## src/rtl/multicycle_main_fsm_pkg.sv

```systemverilog
// Shared encodings for the multicycle RV32I control path: opcodes, mux selects,
// ALUOp values, FSM states and the per-state control bundle.
package multicycle_main_fsm_pkg;

  localparam logic [6:0] OP_LW  = 7'b0000011;
  localparam logic [6:0] OP_SW  = 7'b0100011;
  localparam logic [6:0] OP_R   = 7'b0110011;
  localparam logic [6:0] OP_I   = 7'b0010011;
  localparam logic [6:0] OP_BEQ = 7'b1100011;
  localparam logic [6:0] OP_JAL = 7'b1101111;

  localparam logic [1:0] ALUOP_ADD   = 2'b00;
  localparam logic [1:0] ALUOP_SUB   = 2'b01;
  localparam logic [1:0] ALUOP_FUNCT = 2'b10;

  localparam logic [1:0] SRCA_PC    = 2'b00;
  localparam logic [1:0] SRCA_OLDPC = 2'b01;
  localparam logic [1:0] SRCA_RD1   = 2'b10;

  localparam logic [1:0] SRCB_RD2  = 2'b00;
  localparam logic [1:0] SRCB_IMM  = 2'b01;
  localparam logic [1:0] SRCB_FOUR = 2'b10;

  localparam logic [1:0] RES_ALUOUT    = 2'b00;
  localparam logic [1:0] RES_DATA      = 2'b01;
  localparam logic [1:0] RES_ALURESULT = 2'b10;

  typedef enum logic [3:0] {
    S_FETCH    = 4'd0,
    S_DECODE   = 4'd1,
    S_MEMADR   = 4'd2,
    S_MEMREAD  = 4'd3,
    S_MEMWB    = 4'd4,
    S_MEMWRITE = 4'd5,
    S_EXECUTER = 4'd6,
    S_EXECUTEI = 4'd7,
    S_ALUWB    = 4'd8,
    S_BEQ      = 4'd9,
    S_JAL      = 4'd10,
    S_HALT     = 4'd11
  } state_t;

  typedef struct packed {
    logic       pc_update;
    logic       branch;
    logic       adr_src;
    logic       mem_write;
    logic       ir_write;
    logic [1:0] result_src;
    logic [1:0] alu_src_a;
    logic [1:0] alu_src_b;
    logic       reg_write;
    logic [1:0] alu_op;
    logic       halted;
  } ctrl_t;

endpackage

```

## src/rtl/multicycle_ctrl_decode.sv

```systemverilog
// Pure combinational Moore decode: current FSM state to the control bundle.
module multicycle_ctrl_decode
  import multicycle_main_fsm_pkg::*;
(
  input  state_t state,
  output ctrl_t  ctrl
);

  always_comb begin
    ctrl = '0;
    case (state)
      S_FETCH: begin
        ctrl.ir_write   = 1'b1;
        ctrl.alu_src_a  = SRCA_PC;
        ctrl.alu_src_b  = SRCB_FOUR;
        ctrl.alu_op     = ALUOP_ADD;
        ctrl.result_src = RES_ALURESULT;
        ctrl.pc_update  = 1'b1;
      end
      // Speculatively compute the branch target into ALUOut.
      S_DECODE: begin
        ctrl.alu_src_a = SRCA_OLDPC;
        ctrl.alu_src_b = SRCB_IMM;
        ctrl.alu_op    = ALUOP_ADD;
      end
      S_MEMADR: begin
        ctrl.alu_src_a = SRCA_RD1;
        ctrl.alu_src_b = SRCB_IMM;
        ctrl.alu_op    = ALUOP_ADD;
      end
      S_MEMREAD: begin
        ctrl.adr_src    = 1'b1;
        ctrl.result_src = RES_ALUOUT;
      end
      S_MEMWB: begin
        ctrl.result_src = RES_DATA;
        ctrl.reg_write  = 1'b1;
      end
      S_MEMWRITE: begin
        ctrl.adr_src    = 1'b1;
        ctrl.result_src = RES_ALUOUT;
        ctrl.mem_write  = 1'b1;
      end
      S_EXECUTER: begin
        ctrl.alu_src_a = SRCA_RD1;
        ctrl.alu_src_b = SRCB_RD2;
        ctrl.alu_op    = ALUOP_FUNCT;
      end
      S_EXECUTEI: begin
        ctrl.alu_src_a = SRCA_RD1;
        ctrl.alu_src_b = SRCB_IMM;
        ctrl.alu_op    = ALUOP_FUNCT;
      end
      S_ALUWB: begin
        ctrl.result_src = RES_ALUOUT;
        ctrl.reg_write  = 1'b1;
      end
      S_BEQ: begin
        ctrl.alu_src_a  = SRCA_RD1;
        ctrl.alu_src_b  = SRCB_RD2;
        ctrl.alu_op     = ALUOP_SUB;
        ctrl.result_src = RES_ALUOUT;
        ctrl.branch     = 1'b1;
      end
      // PC takes the target from ALUOut while ALU forms the link address.
      S_JAL: begin
        ctrl.alu_src_a  = SRCA_OLDPC;
        ctrl.alu_src_b  = SRCB_FOUR;
        ctrl.alu_op     = ALUOP_ADD;
        ctrl.result_src = RES_ALUOUT;
        ctrl.pc_update  = 1'b1;
      end
      S_HALT: begin
        ctrl.halted = 1'b1;
      end
      default: ctrl = '0;
    endcase
  end

endmodule

```

## src/rtl/multicycle_main_fsm.sv

```systemverilog
// Main control FSM for the multicycle RV32I core: state register, opcode
// dispatch, PC write enable and reset gating of all write strobes.
module multicycle_main_fsm
  import multicycle_main_fsm_pkg::*;
#(
  parameter logic TRAP_ON_ILLEGAL = 1'b0
) (
  input  logic       clk,
  input  logic       reset,
  input  logic [6:0] op,
  input  logic       Zero,
  output logic       PCWrite,
  output logic       AdrSrc,
  output logic       MemWrite,
  output logic       IRWrite,
  output logic [1:0] ResultSrc,
  output logic [1:0] ALUSrcA,
  output logic [1:0] ALUSrcB,
  output logic       RegWrite,
  output logic [1:0] ALUOp,
  output logic       IllegalOp,
  output logic       Halted
);

  state_t state_reg;
  state_t state_next;
  ctrl_t  ctrl;
  logic   illegal_op;

  always_ff @(posedge clk) begin
    if (reset) state_reg <= S_FETCH;
    else       state_reg <= state_next;
  end

  always_comb begin
    state_next = S_FETCH;
    illegal_op = 1'b0;
    case (state_reg)
      S_FETCH: state_next = S_DECODE;
      S_DECODE: begin
        case (op)
          OP_LW, OP_SW: state_next = S_MEMADR;
          OP_R:         state_next = S_EXECUTER;
          OP_I:         state_next = S_EXECUTEI;
          OP_BEQ:       state_next = S_BEQ;
          OP_JAL:       state_next = S_JAL;
          default: begin
            illegal_op = 1'b1;
            state_next = TRAP_ON_ILLEGAL ? S_HALT : S_FETCH;
          end
        endcase
      end
      S_MEMADR: begin
        if (op == OP_LW)      state_next = S_MEMREAD;
        else if (op == OP_SW) state_next = S_MEMWRITE;
        else                  state_next = S_FETCH;
      end
      S_MEMREAD:  state_next = S_MEMWB;
      S_MEMWB:    state_next = S_FETCH;
      S_MEMWRITE: state_next = S_FETCH;
      S_EXECUTER: state_next = S_ALUWB;
      S_EXECUTEI: state_next = S_ALUWB;
      S_ALUWB:    state_next = S_FETCH;
      S_BEQ:      state_next = S_FETCH;
      S_JAL:      state_next = S_ALUWB;
      S_HALT:     state_next = S_HALT;
      default:    state_next = S_FETCH;
    endcase
  end

  multicycle_ctrl_decode u_decode (
    .state (state_reg),
    .ctrl  (ctrl)
  );

  // Write strobes are held low while reset is asserted so an abandoned
  // instruction can never commit a partial write.
  assign PCWrite   = ~reset & (ctrl.pc_update | (ctrl.branch & Zero));
  assign IRWrite   = ~reset & ctrl.ir_write;
  assign MemWrite  = ~reset & ctrl.mem_write;
  assign RegWrite  = ~reset & ctrl.reg_write;
  assign IllegalOp = ~reset & illegal_op;

  assign AdrSrc    = ctrl.adr_src;
  assign ResultSrc = ctrl.result_src;
  assign ALUSrcA   = ctrl.alu_src_a;
  assign ALUSrcB   = ctrl.alu_src_b;
  assign ALUOp     = ctrl.alu_op;
  assign Halted    = ctrl.halted;

endmodule

```

## config.mk

```make
export PLATFORM = sky130hd
export DESIGN_NAME = multicycle_main_fsm
export DESIGN_NICKNAME = d
export VERILOG_FILES = /design/src/rtl/multicycle_main_fsm_pkg.sv /design/src/rtl/multicycle_ctrl_decode.sv /design/src/rtl/multicycle_main_fsm.sv
export SDC_FILE = /design/constraint.sdc
export NUM_CORES = 1
export LEC_CHECK = 0
export CORE_MARGIN = 3
export CORE_UTILIZATION = 40
export CTS_BUF_LIST = sky130_fd_sc_hd__clkbuf_4 sky130_fd_sc_hd__clkbuf_8 sky130_fd_sc_hd__clkbuf_16
export DETAILED_ROUTE_END_ITERATION = 10
export PLACE_DENSITY = 0.83
export SYNTH_ARGS = -nofsm -noshare
export SYNTH_HDL_FRONTEND = slang
export SYNTH_HIERARCHICAL = 1
export SYNTH_SLANG_ARGS = --single-unit
export TNS_END_PERCENT = 1
```

## constraint.sdc

```tcl
create_clock -name clk -period 1.85 [get_ports clk]
set_input_delay 0.37 -clock clk [delete_from_list [all_inputs] [get_ports clk]]
set_output_delay 0.37 -clock clk [all_outputs]
set_load 0.01 [all_outputs]
```

---- Word level (Yosys, flattened, before mapping) ----
Index checks and enable logic that the tools add are counted.
word-level totals
  register bits ........................... 4
  bits of input ports ..................... 10
  output and inout port bits .............. 15
operators by class
  equal/unequal tests ..................... 17
  multiplexer cells ....................... 16
  bitwise logic cells ..................... 8
  reduce and logical (&&, ||, !) cells .... 10
operators with widths
  cell                count
  $pmux 4 s5          2
  $pmux 4 s6          1
  $eq 4x3->1 const B  4
  $eq 4x4->1 const B  4
  $eq 7x6->1 const B  2
  $eq 7x7->1 const B  2
  $reduce_or 2->1     7
  $mux 1              9
  $eq 4x2->1 const B  2
  $pmux 2 s2          2
  $eq 7x2->1 const B  1
  $eq 7x5->1 const B  1
  $and 1x1->1         6
  $mux 3              2
  $reduce_or 6->1     1
  $eq 4x1->1 const B  1
  $logic_not 4->1     1
  $reduce_or 3->1     1
  $not 1->1           1
  $or 1x1->1          1

---- Depth between registers and ports, before layout ----
Gate-level depths: netlist of the first run.
  depth in word-level cells ............... 5
  mapped depth ............................ 4
  depth with buffers taken out ............ 4

---- Cells and area by module ----
Netlist of the first run, hierarchy kept.
by module, submodules not included
  module                  times used  cells an instance  area an instance (um^2)
  multicycle_main_fsm     1           44                 339.1
  multicycle_ctrl_decode  1           30                 222.7

---- Least setup slack after synthesis of the first run ----
OpenSTA, ideal clock, no wires.
  path type ............................... reg-to-output
  from .................................... register state_reg[3]
  to ...................................... output port IRWrite
  arrival ................................. 1.473 ns
  setup slack ............................. 0.007 ns
  cell stages (with the launch flop) ...... 5
  buffers on the path ..................... 2
  path through ............................ dfxtp_1 buf_4 nor4_1 buf_4 nor2b_1
RTL lines
  item                      line                       RTL
  start: declaration        multicycle_main_fsm.sv:25  state_t state_reg;
  start signal: assignment  multicycle_main_fsm.sv:32  else state_reg <= state_next;
  end: declaration          multicycle_main_fsm.sv:15  output logic IRWrite,

---- Worst setup path in the final report of the first run ----
  from .................................... input port reset
  to ...................................... output port IllegalOp
on the way
  cells in the longest elaborated chain, start to end .. 2
RTL lines
  item                line                       RTL
  start: declaration  multicycle_main_fsm.sv:9   input logic reset,
  $not 1->1           multicycle_main_fsm.sv:82  assign IllegalOp = ~reset & illegal_op;
  $and 1x1->1         multicycle_main_fsm.sv:82
  end: declaration    multicycle_main_fsm.sv:21  output logic IllegalOp,
Every way passes these cells.

==> impl_metrics.json, run 1 <==
{
  "status": "finished with violations",
  "violations": "setup timing",
  "yosysTopAreaCellShare": 0.143,
  "grt_start_max_net_pins": 14,
  "async_flop_share": 0,
  "htree_levels": 1,
  "clockBufferDepth": 2,
  "power_density_mw_per_mm2": 354,
  "clock_skew_ps": 2.60,
  "clkSinkCount": 4,
  "period_share": 1.06,
  "synthesis.area_um2": 562,
  "worst_pin_slew_ps": 411,
  "critical_path.max_fanout": 2,
  "worst-setup-path-type": "primary input to output pin",
  "vias": 728,
  "fmax_ghz": 0.510,
  "hold_viol_final": 0,
  "p_leak_nw": 0.428,
  "drive_above_1_share": 0.362,
  "clk_latency_ps": 230,
  "internal_power_mw": 0.245,
  "pwr-share-comb": 0.425,
  "initial_utilization": 0.468,
  "grt_overflow": 0,
  "synthCells": 74,
  "netSwitchingPower_mw": 0.0998,
  "syn2layout_area_growth_pct": 73.7,
  "cp.arrival_ps": 1590,
  "regArea_um2": 83.8,
  "fin_crit_ps": 1960,
  "numPortBuffers": 24,
  "wl_um": 1670,
  "grt_pass1_vias": 695,
  "hold_class": "flip-flop to flip-flop",
  "clockPowerShare": 0.299,
  "antenna_cells": 0,
  "drt-vias-per-instance": 5.60,
  "grt_use_total": 0.191,
  "fillers": 89,
  "drc": 0,
  "end_kind": "output pin",
  "maxSlewHeadroom": 0.722,
  "postCtsSetupRepairBufs": 0,
  "synth_edf_count": 0,
  "synth_seq_area_share": 0.143,
  "first_pass_iters": 4,
  "crit_path_start_kind": "primary input",
  "synth_area_leaders": "dfxtp_1 (14%), nor2b_1 (5.6%), nor4_1 (5.6%)",
  "die_area_mm2": 0.00189,
  "row_count": 12,
  "synth_commonest_cells": "nand2_1 (7), nor2b_1 (5), nor4_1 (5)",
  "ys_warn_count": 6,
  "dp_hpwl_um": 1340,
  "cts_tree": "done",
  "dieWidth_um": 43.5,
  "p_sw_frac": 0.289,
  "ys_ff_latch": 4,
  "synth.avg_cell_area_um2": 7.59,
  "peakVddDrop_v": 0.000431,
  "cts_hold_buf": 0,
  "largest_reg_flops": 4,
  "drt_iter0_markers": 14,
  "grt_pass1_wl_um": 2890,
  "die_y_um": 43.5,
  "cts_buffers": 3,
  "synth.most_common_cell": "nand2_1",
  "setup_violations": 1,
  "multi_input_area_um2": 448,
  "wire_per_inst_um": 12.9,
  "synth_nets": 84,
  "drv_cap": 0,
  "place_ws_ps": -450,
  "rsz0062_at_grt": "true",
  "fin_ws_ps": -111,
  "gp_congestion": 0.806,
  "final_max_slew_viol_count": 0,
  "p_seq_frac": 0.275,
  "ant_nets": 0,
  "ys.flop_type": "dfxtp_1",
  "fin_nets": 128,
  "cts-root-buf": "clkbuf_4",
  "worstPathRequired_ps": 1480,
  "utilization": 0.813,
  "antenna_found_initial": 0,
  "path_clk_slew_ps": 40,
  "yosysTopAreaCell": "dfxtp_1",
  "synthDistinctLibCells": 37,
  "ioPinCount": 25,
  "fp.coreArea_mm2": 0.00120
}
==> final timing paths <==
path,slack (ps),from,end,depth (start not counted)
worst max-delay path,-110,reset,IllegalOp,5
worst min-delay path,660,state_reg[1],state_reg[3],3
worst max register to register,110,state_reg[2],state_reg[3],5
worst min register to register,660,state_reg[1],state_reg[3],3
==> cell type report <==
| class | count | area share |
|---|---|---|
| well taps | 14 | 0.0179 |
| clock buffers | 3 | 0.0231 |
| multi-input cells | 62 | 0.459 |
| inverters | 2 | 0.00769 |
| repair buffers | 45 | 0.406 |
| flip-flops and latches | 4 | 0.0859 |
==> power groups by stage <==
stage / Combinational [mW] / Clock, mW / Sequential, mW
floorplan: 0.0709 / 0 / 0.0945
global placement: 0.152 / 0 / 0.0959
detailed placement: 0.155 / 0 / 0.0956
CTS: 0.147 / 0.107 / 0.0951
global route: 0.160 / 0.112 / 0.0962
finish: 0.147 / 0.103 / 0.0950
==> metal layers <==
metal / track usage / part of all wire / routed length [µm] / up-vias
li1: - / - / - / 365
met1: 0.225 / 0.40 / 661 / 333
met2: 0.363 / 0.54 / 901 / 30
met3: 0.0415 / 0.065 / 109 / 0
met4: 0.0120 / 0 / 0 / 0
met5: 0 / 0 / 0 / -
==> critical path, stage by stage <==
cell	delay (ps)
clkdlybuf4s50_1	440
nor3_2	200
nand3b_1	140
nor3_1	190
clkdlybuf4s15_2	250
==> layout by cell type (no fill, tap or decap), types with 3 or more instances in the layout <==
cell | netlist | final
clkbuf_4 | 0 | 3
nor2_1 | 4 | 4
clkdlybuf4s50_1 | 0 | 7
dlygate4sd2_1 | 0 | 9
nor3_1 | 4 | 3
buf_4 | 4 | 19
nor2b_1 | 5 | 4
a21oi_1 | 4 | 4
nand2_1 | 7 | 7
nand3b_1 | 4 | 4
xnor2_1 | 3 | 3
clkbuf_2 | 0 | 3
dfxtp_2 | 0 | 3
nor4_1 | 5 | 3
==> kinds of logic (layout without fill, tap and decap cells) <==
kind of cell,count (synthesis),after routing,synth area share
flops,4,4,0.143
compound gates,14,14,0.178
simple gates,43,43,0.506
buf+inv,8,50,0.0958
xor+xnor,5,5,0.0780
==> metrics by stage <==
| stage | hold WS (ps) | setup TNS [ps] | area [µm²] | power (mW) | instances |
|---|---|---|---|---|---|
| detailed placement | 707 | -1060 | 956 | 0.251 | 127 |
| CTS | 669 | -278 | 981 | 0.349 | 130 |
| global route | 700 | -292 | 976 | 0.368 | 130 |
| finish | 664 | -111 | 976 | 0.345 | 130 |
| global placement | 687 | -1040 | 956 | 0.248 | 127 |
| floorplan | 439 | 0 | 562 | 0.165 | 74 |
==> timing repair <==
item / 4_1_cts / 5_1_grt
setup endpoints to repair: 15 / 8
resized for setup: 27 / 12
pin swaps: 1 / 0
cloned: 0 / 0
Power figures use the tool's default switching activity.
==> inputs of run 2 (changes only) <==
Settings changed: CELL_PAD_IN_SITES_DETAIL_PLACEMENT set to 1, CELL_PAD_IN_SITES_GLOBAL_PLACEMENT set to 1, CORE_UTILIZATION 40 to 28, PLACE_DENSITY 0.83 to 0.84, TNS_END_PERCENT 1 to not set.
==> impl_metrics.json, run 2 (synthesis results as in run 1) <==
{
  "syn2layout_area_growth_pct": 82.0,
  "rsz0062_at_grt": "true",
  "critical_path.max_fanout": 4,
  "cts_buffers": 3,
  "crit_path_start_kind": "primary input",
  "worst_pin_slew_ps": 405,
  "peakVddDrop_v": 0.000402,
  "ioPinCount": 25,
  "cpMostUsedCell": "nor3_2",
  "fmax_ghz": 0.551,
  "wl_um": 2130,
  "hold_viol_final": 0,
  "fp.coreArea_mm2": 0.00180,
  "setup_violations": 0,
  "cts-root-buf": "clkbuf_4",
  "critPathSlowestCell": "clkdlybuf4s50_1",
  "drc": 0,
  "period_share": 0.981,
  "power_density_mw_per_mm2": 346,
  "cts_tree": "done",
  "die_y_um": 50.8,
  "clkSinkCount": 4,
  "place_ws_ps": -453,
  "total_power_mw": 0.353,
  "grt_pass1_vias": 773,
  "p_seq_frac": 0.261,
  "fin_nets": 131,
  "initial_utilization": 0.312,
  "grt_use_total": 0.169,
  "placed_cells": 140,
  "p_leak_nw": 0.458,
  "largest_reg_flops": 4,
  "status": "complete, no violations",
  "clockPowerShare": 0.295,
  "row_count": 15,
  "drive_above_1_share": 0.445,
  "gp_congestion": 0.860,
  "grt_overflow": 0,
  "fin_ws_ps": 34.3,
  "clock_skew_ps": 0.931,
  "clk_latency_ps": 230,
  "wire_per_inst_um": 14.8,
  "final_max_slew_viol_count": 0,
  "regArea_um2": 90.1,
  "cts_hold_buf": 0,
  "fin_hold_ws_ps": 552,
  "die_area_mm2": 0.00258,
  "antenna_cells": 0,
  "cp.arrival_ps": 1450,
  "final_common_cell": "buf_4",
  "vias": 757,
  "ant_nets": 0,
  "path_clk_slew_ps": 40,
  "numPortBuffers": 24,
  "drt_iter0_markers": 3,
  "fin_crit_ps": 1820,
  "dieWidth_um": 50.8,
  "drv_cap": 0,
  "worst-setup-path-type": "primary input to output pin",
  "fillers": 229,
  "htree_levels": 1,
  "clockBufferDepth": 2,
  "fin_cells": 144,
  "path_cells": "clkdlybuf4s50_1 > nand3b_1 > nor3_2 > nor3_2 > buf_2",
  "final_cell_mix": "buf_4 (24), nand2_1 (7), dlygate4sd2_1 (7)",
  "maxSlewHeadroom": 0.726,
  "drt-vias-per-instance": 5.26,
  "regToRegSetupSlack_ps": 110,
  "grt_start_max_net_pins": 13,
  "slowest_delay_ps": 530,
  "antenna_found_initial": 0,
  "hold_class": "primary input to flip-flop",
  "grt_pass1_wl_um": 3400,
  "first_pass_iters": 4,
  "netSwitchingPower_mw": 0.108,
  "worstPathRequired_ps": 1480,
  "p_sw_frac": 0.306,
  "internal_power_mw": 0.245,
  "multi_input_area_um2": 487,
  "end_kind": "output pin",
  "pwr-share-comb": 0.445,
  "dp_hpwl_um": 1630
}
run 2: changes by cell type in the layout (fill, tap and decap cells not counted), sizes merged:
cell	previous run	this run
buf	22	26
clkbuf	6	8
clkdlybuf4s15	3	1
clkdlybuf4s50	7	6
dlygate4sd2	9	7
dlymetal6s2s	1	3
run 2: timing repair:
action	in CTS	in global routing
setup endpoints to repair	15	7
gates resized for setup	31	21
pin swaps	1	3
setup buffers	0	1
run 2: layout make-up:
type | count | area share
timing repair buffer | 48 | 0.376
sequential | 4 | 0.0881
tap | 25 | 0.0306
multi-input combinational | 62 | 0.476
inverter | 2 | 0.00734
clock buffer | 3 | 0.0220
run 2: path summary, 6_finish.rpt:
check,from,endpoint,depth (start not counted)
worst min register to register,state_reg[0],state_reg[2],3
worst max-delay path,op[6],IllegalOp,5
worst min-delay path,reset,state_reg[3],3
worst max register to register,state_reg[1],state_reg[3],4
run 2: routing by layer:
layer,vias up,share of wire,global-route usage
met5,-,0,0
met2,28,0.55,0.339
met4,0,0.0099,0.0135
li1,367,-,-
met3,2,0.048,0.0386
met1,360,0.39,0.182
run 2: critical path: cells and delay by family:
kind / cells / cell delay [ps]
AND/OR/NAND/NOR: 3 / 410
buffers and inverters: 2 / 670
run 2: power by group through the flow:
stage | Sequential (mW) | Combinational (mW) | Clock [mW]
2_1_floorplan | 0.0945 | 0.0709 | 0
3_3_place_gp | 0.0951 | 0.154 | 0
3_5_place_dp | 0.0955 | 0.159 | 0
4_1_cts | 0.0934 | 0.152 | 0.107
5_1_grt | 0.0928 | 0.172 | 0.115
6_report | 0.0920 | 0.157 | 0.104
run 2: per-stage QoR:
step	util	instance area, µm²	setup TNS (ps)
finish	0.567	1020	0
detailed placement	0.533	960	-1620
global placement	0.533	960	-1250
floorplan	-	562	0
CTS	0.553	996	-161
global route	0.567	1020	-42.8
==> inputs of run 3 (changes only) <==
Settings changed: GPL_TIMING_DRIVEN set to 0.
==> impl_metrics.json, run 3 (synthesis results as in run 1) <==
{
  "status": "complete, no violations",
  "fin_ws_ps": 63.5,
  "maxSlewHeadroom": 0.700,
  "hold_class": "primary input to flip-flop",
  "numPortBuffers": 24,
  "syn2layout_area_growth_pct": 75.7,
  "dieWidth_um": 50.8,
  "fin_crit_ps": 1790,
  "grt_pass1_wl_um": 3150,
  "drv_cap": 0,
  "clk_latency_ps": 240,
  "end_kind": "output pin",
  "clkSinkCount": 4,
  "ioPinCount": 25,
  "fin_cells": 132,
  "htree_levels": 1,
  "wire_per_inst_um": 16.5,
  "final_common_cell": "dlygate4sd2_1",
  "worstPathRequired_ps": 1480,
  "crit_path_start_kind": "flip-flop",
  "wl_met3_um": 114,
  "hold_viol_final": 0,
  "grt_use_total": 0.161,
  "setup_violations": 0,
  "p_leak_nw": 0.410,
  "largest_reg_flops": 4,
  "dp_hpwl_um": 1350,
  "peakVddDrop_v": 0.000312,
  "grt_pass1_vias": 644,
  "cp.arrival_ps": 1420,
  "grt_overflow": 0,
  "path_clk_slew_ps": 40,
  "drive_above_1_share": 0.374,
  "vias": 702,
  "die_area_mm2": 0.00258,
  "met1Wirelength_um": 865,
  "place_ws_ps": -544,
  "path_cells": "buf_8 > nor4_2 > a21oi_1 > nor2_1 > clkdlybuf4s15_1",
  "placed_cells": 123,
  "grt_start_max_net_pins": 14,
  "worst-setup-path-type": "flip-flop to output pin",
  "fin_nets": 119,
  "drc": 0,
  "row_count": 15,
  "final_max_slew_viol_count": 0,
  "period_share": 0.966,
  "path_buf_inv": 2,
  "antenna_found_initial": 0,
  "highest_layer": "met4",
  "cts_buffers": 3,
  "critical_path.max_fanout": 7,
  "final_cell_mix": "dlygate4sd2_1 (15), nand2_1 (7), buf_4 (7)",
  "first_pass_iters": 3,
  "die_y_um": 50.8,
  "fillers": 223,
  "cpLargestDelayFamily": "flip-flops",
  "cts_hold_buf": 0,
  "critPathSlowestCell": "dfxtp_4",
  "wl_met2_um": 1180,
  "fin_hold_ws_ps": 453,
  "fmax_ghz": 0.560,
  "cts_tree": "done",
  "clockBufferDepth": 2,
  "wl_um": 2180,
  "clock_skew_ps": 7.99,
  "total_power_mw": 0.354,
  "antenna_cells": 0,
  "cts-root-buf": "clkbuf_4",
  "gp_congestion": 0.812,
  "fp.coreArea_mm2": 0.00180,
  "initial_utilization": 0.312,
  "drt-vias-per-instance": 5.32,
  "ant_nets": 0,
  "slowest_delay_ps": 370,
  "worst_pin_slew_ps": 444,
  "power_density_mw_per_mm2": 359,
  "drt_iter0_markers": 4
}
==> run 3: what timing repair did <==
item	CTS	global route
hold endpoints to repair	0	0
resized for setup	49	16
cloned	0	1
setup buffers	1	4
pin swaps	2	2
setup endpoints to repair	15	6
==> run 3: worst register-to-register path: stages (launching register included) <==
cell     delay, ps
dfxtp_4        360
buf_4          160
or4b_1         460
or4_1          440
a21oi_1        150
==> run 3: per-stage QoR <==
stage               utilization  TNS, ps  cell area, µm²
global placement          0.463    -1840             833
detailed placement        0.463    -2310             833
floorplan                     -        0             562
finish                    0.548        0             987
CTS                       0.510    -10.5             918
global route              0.548    -30.6             987
==> run 3: layout make-up <==
type,instances,area [µm²],share of cell area
plain buffers,6,63.8,0.0646
clock buffers,3,22.5,0.0228
inverters,2,7.51,0.00760
multi-input cells,62,502,0.508
flip-flops and latches,4,95.1,0.0963
well taps,25,31.3,0.0317
repair buffers,30,265,0.269
==> run 3: worst paths after layout <==
path                              startpoint            to  slack (ps)  cells past startpoint
worst min register to register  state_reg[1]  state_reg[3]         540                      2
worst max-delay path            state_reg[2]       PCWrite          60                      5
worst min-delay path                   reset  state_reg[3]         450                      2
worst max register to register  state_reg[3]  state_reg[3]         220                      4
==> run 3: where the power goes <==
group / switching [mW] / total (mW) / internal (mW)
Combinational: 0.0710 / 0.153 / 0.0817
Clock: 0.0377 / 0.110 / 0.0727
Sequential: 0.00512 / 0.0912 / 0.0861
Total: 0.114 / 0.354 / 0.240
==> run 3: per-layer routing <==
metal,GRT usage,vias up
met2,0.293,23
met5,0,-
met1,0.182,334
li1,-,343
met4,0.0269,0
met3,0.0534,2
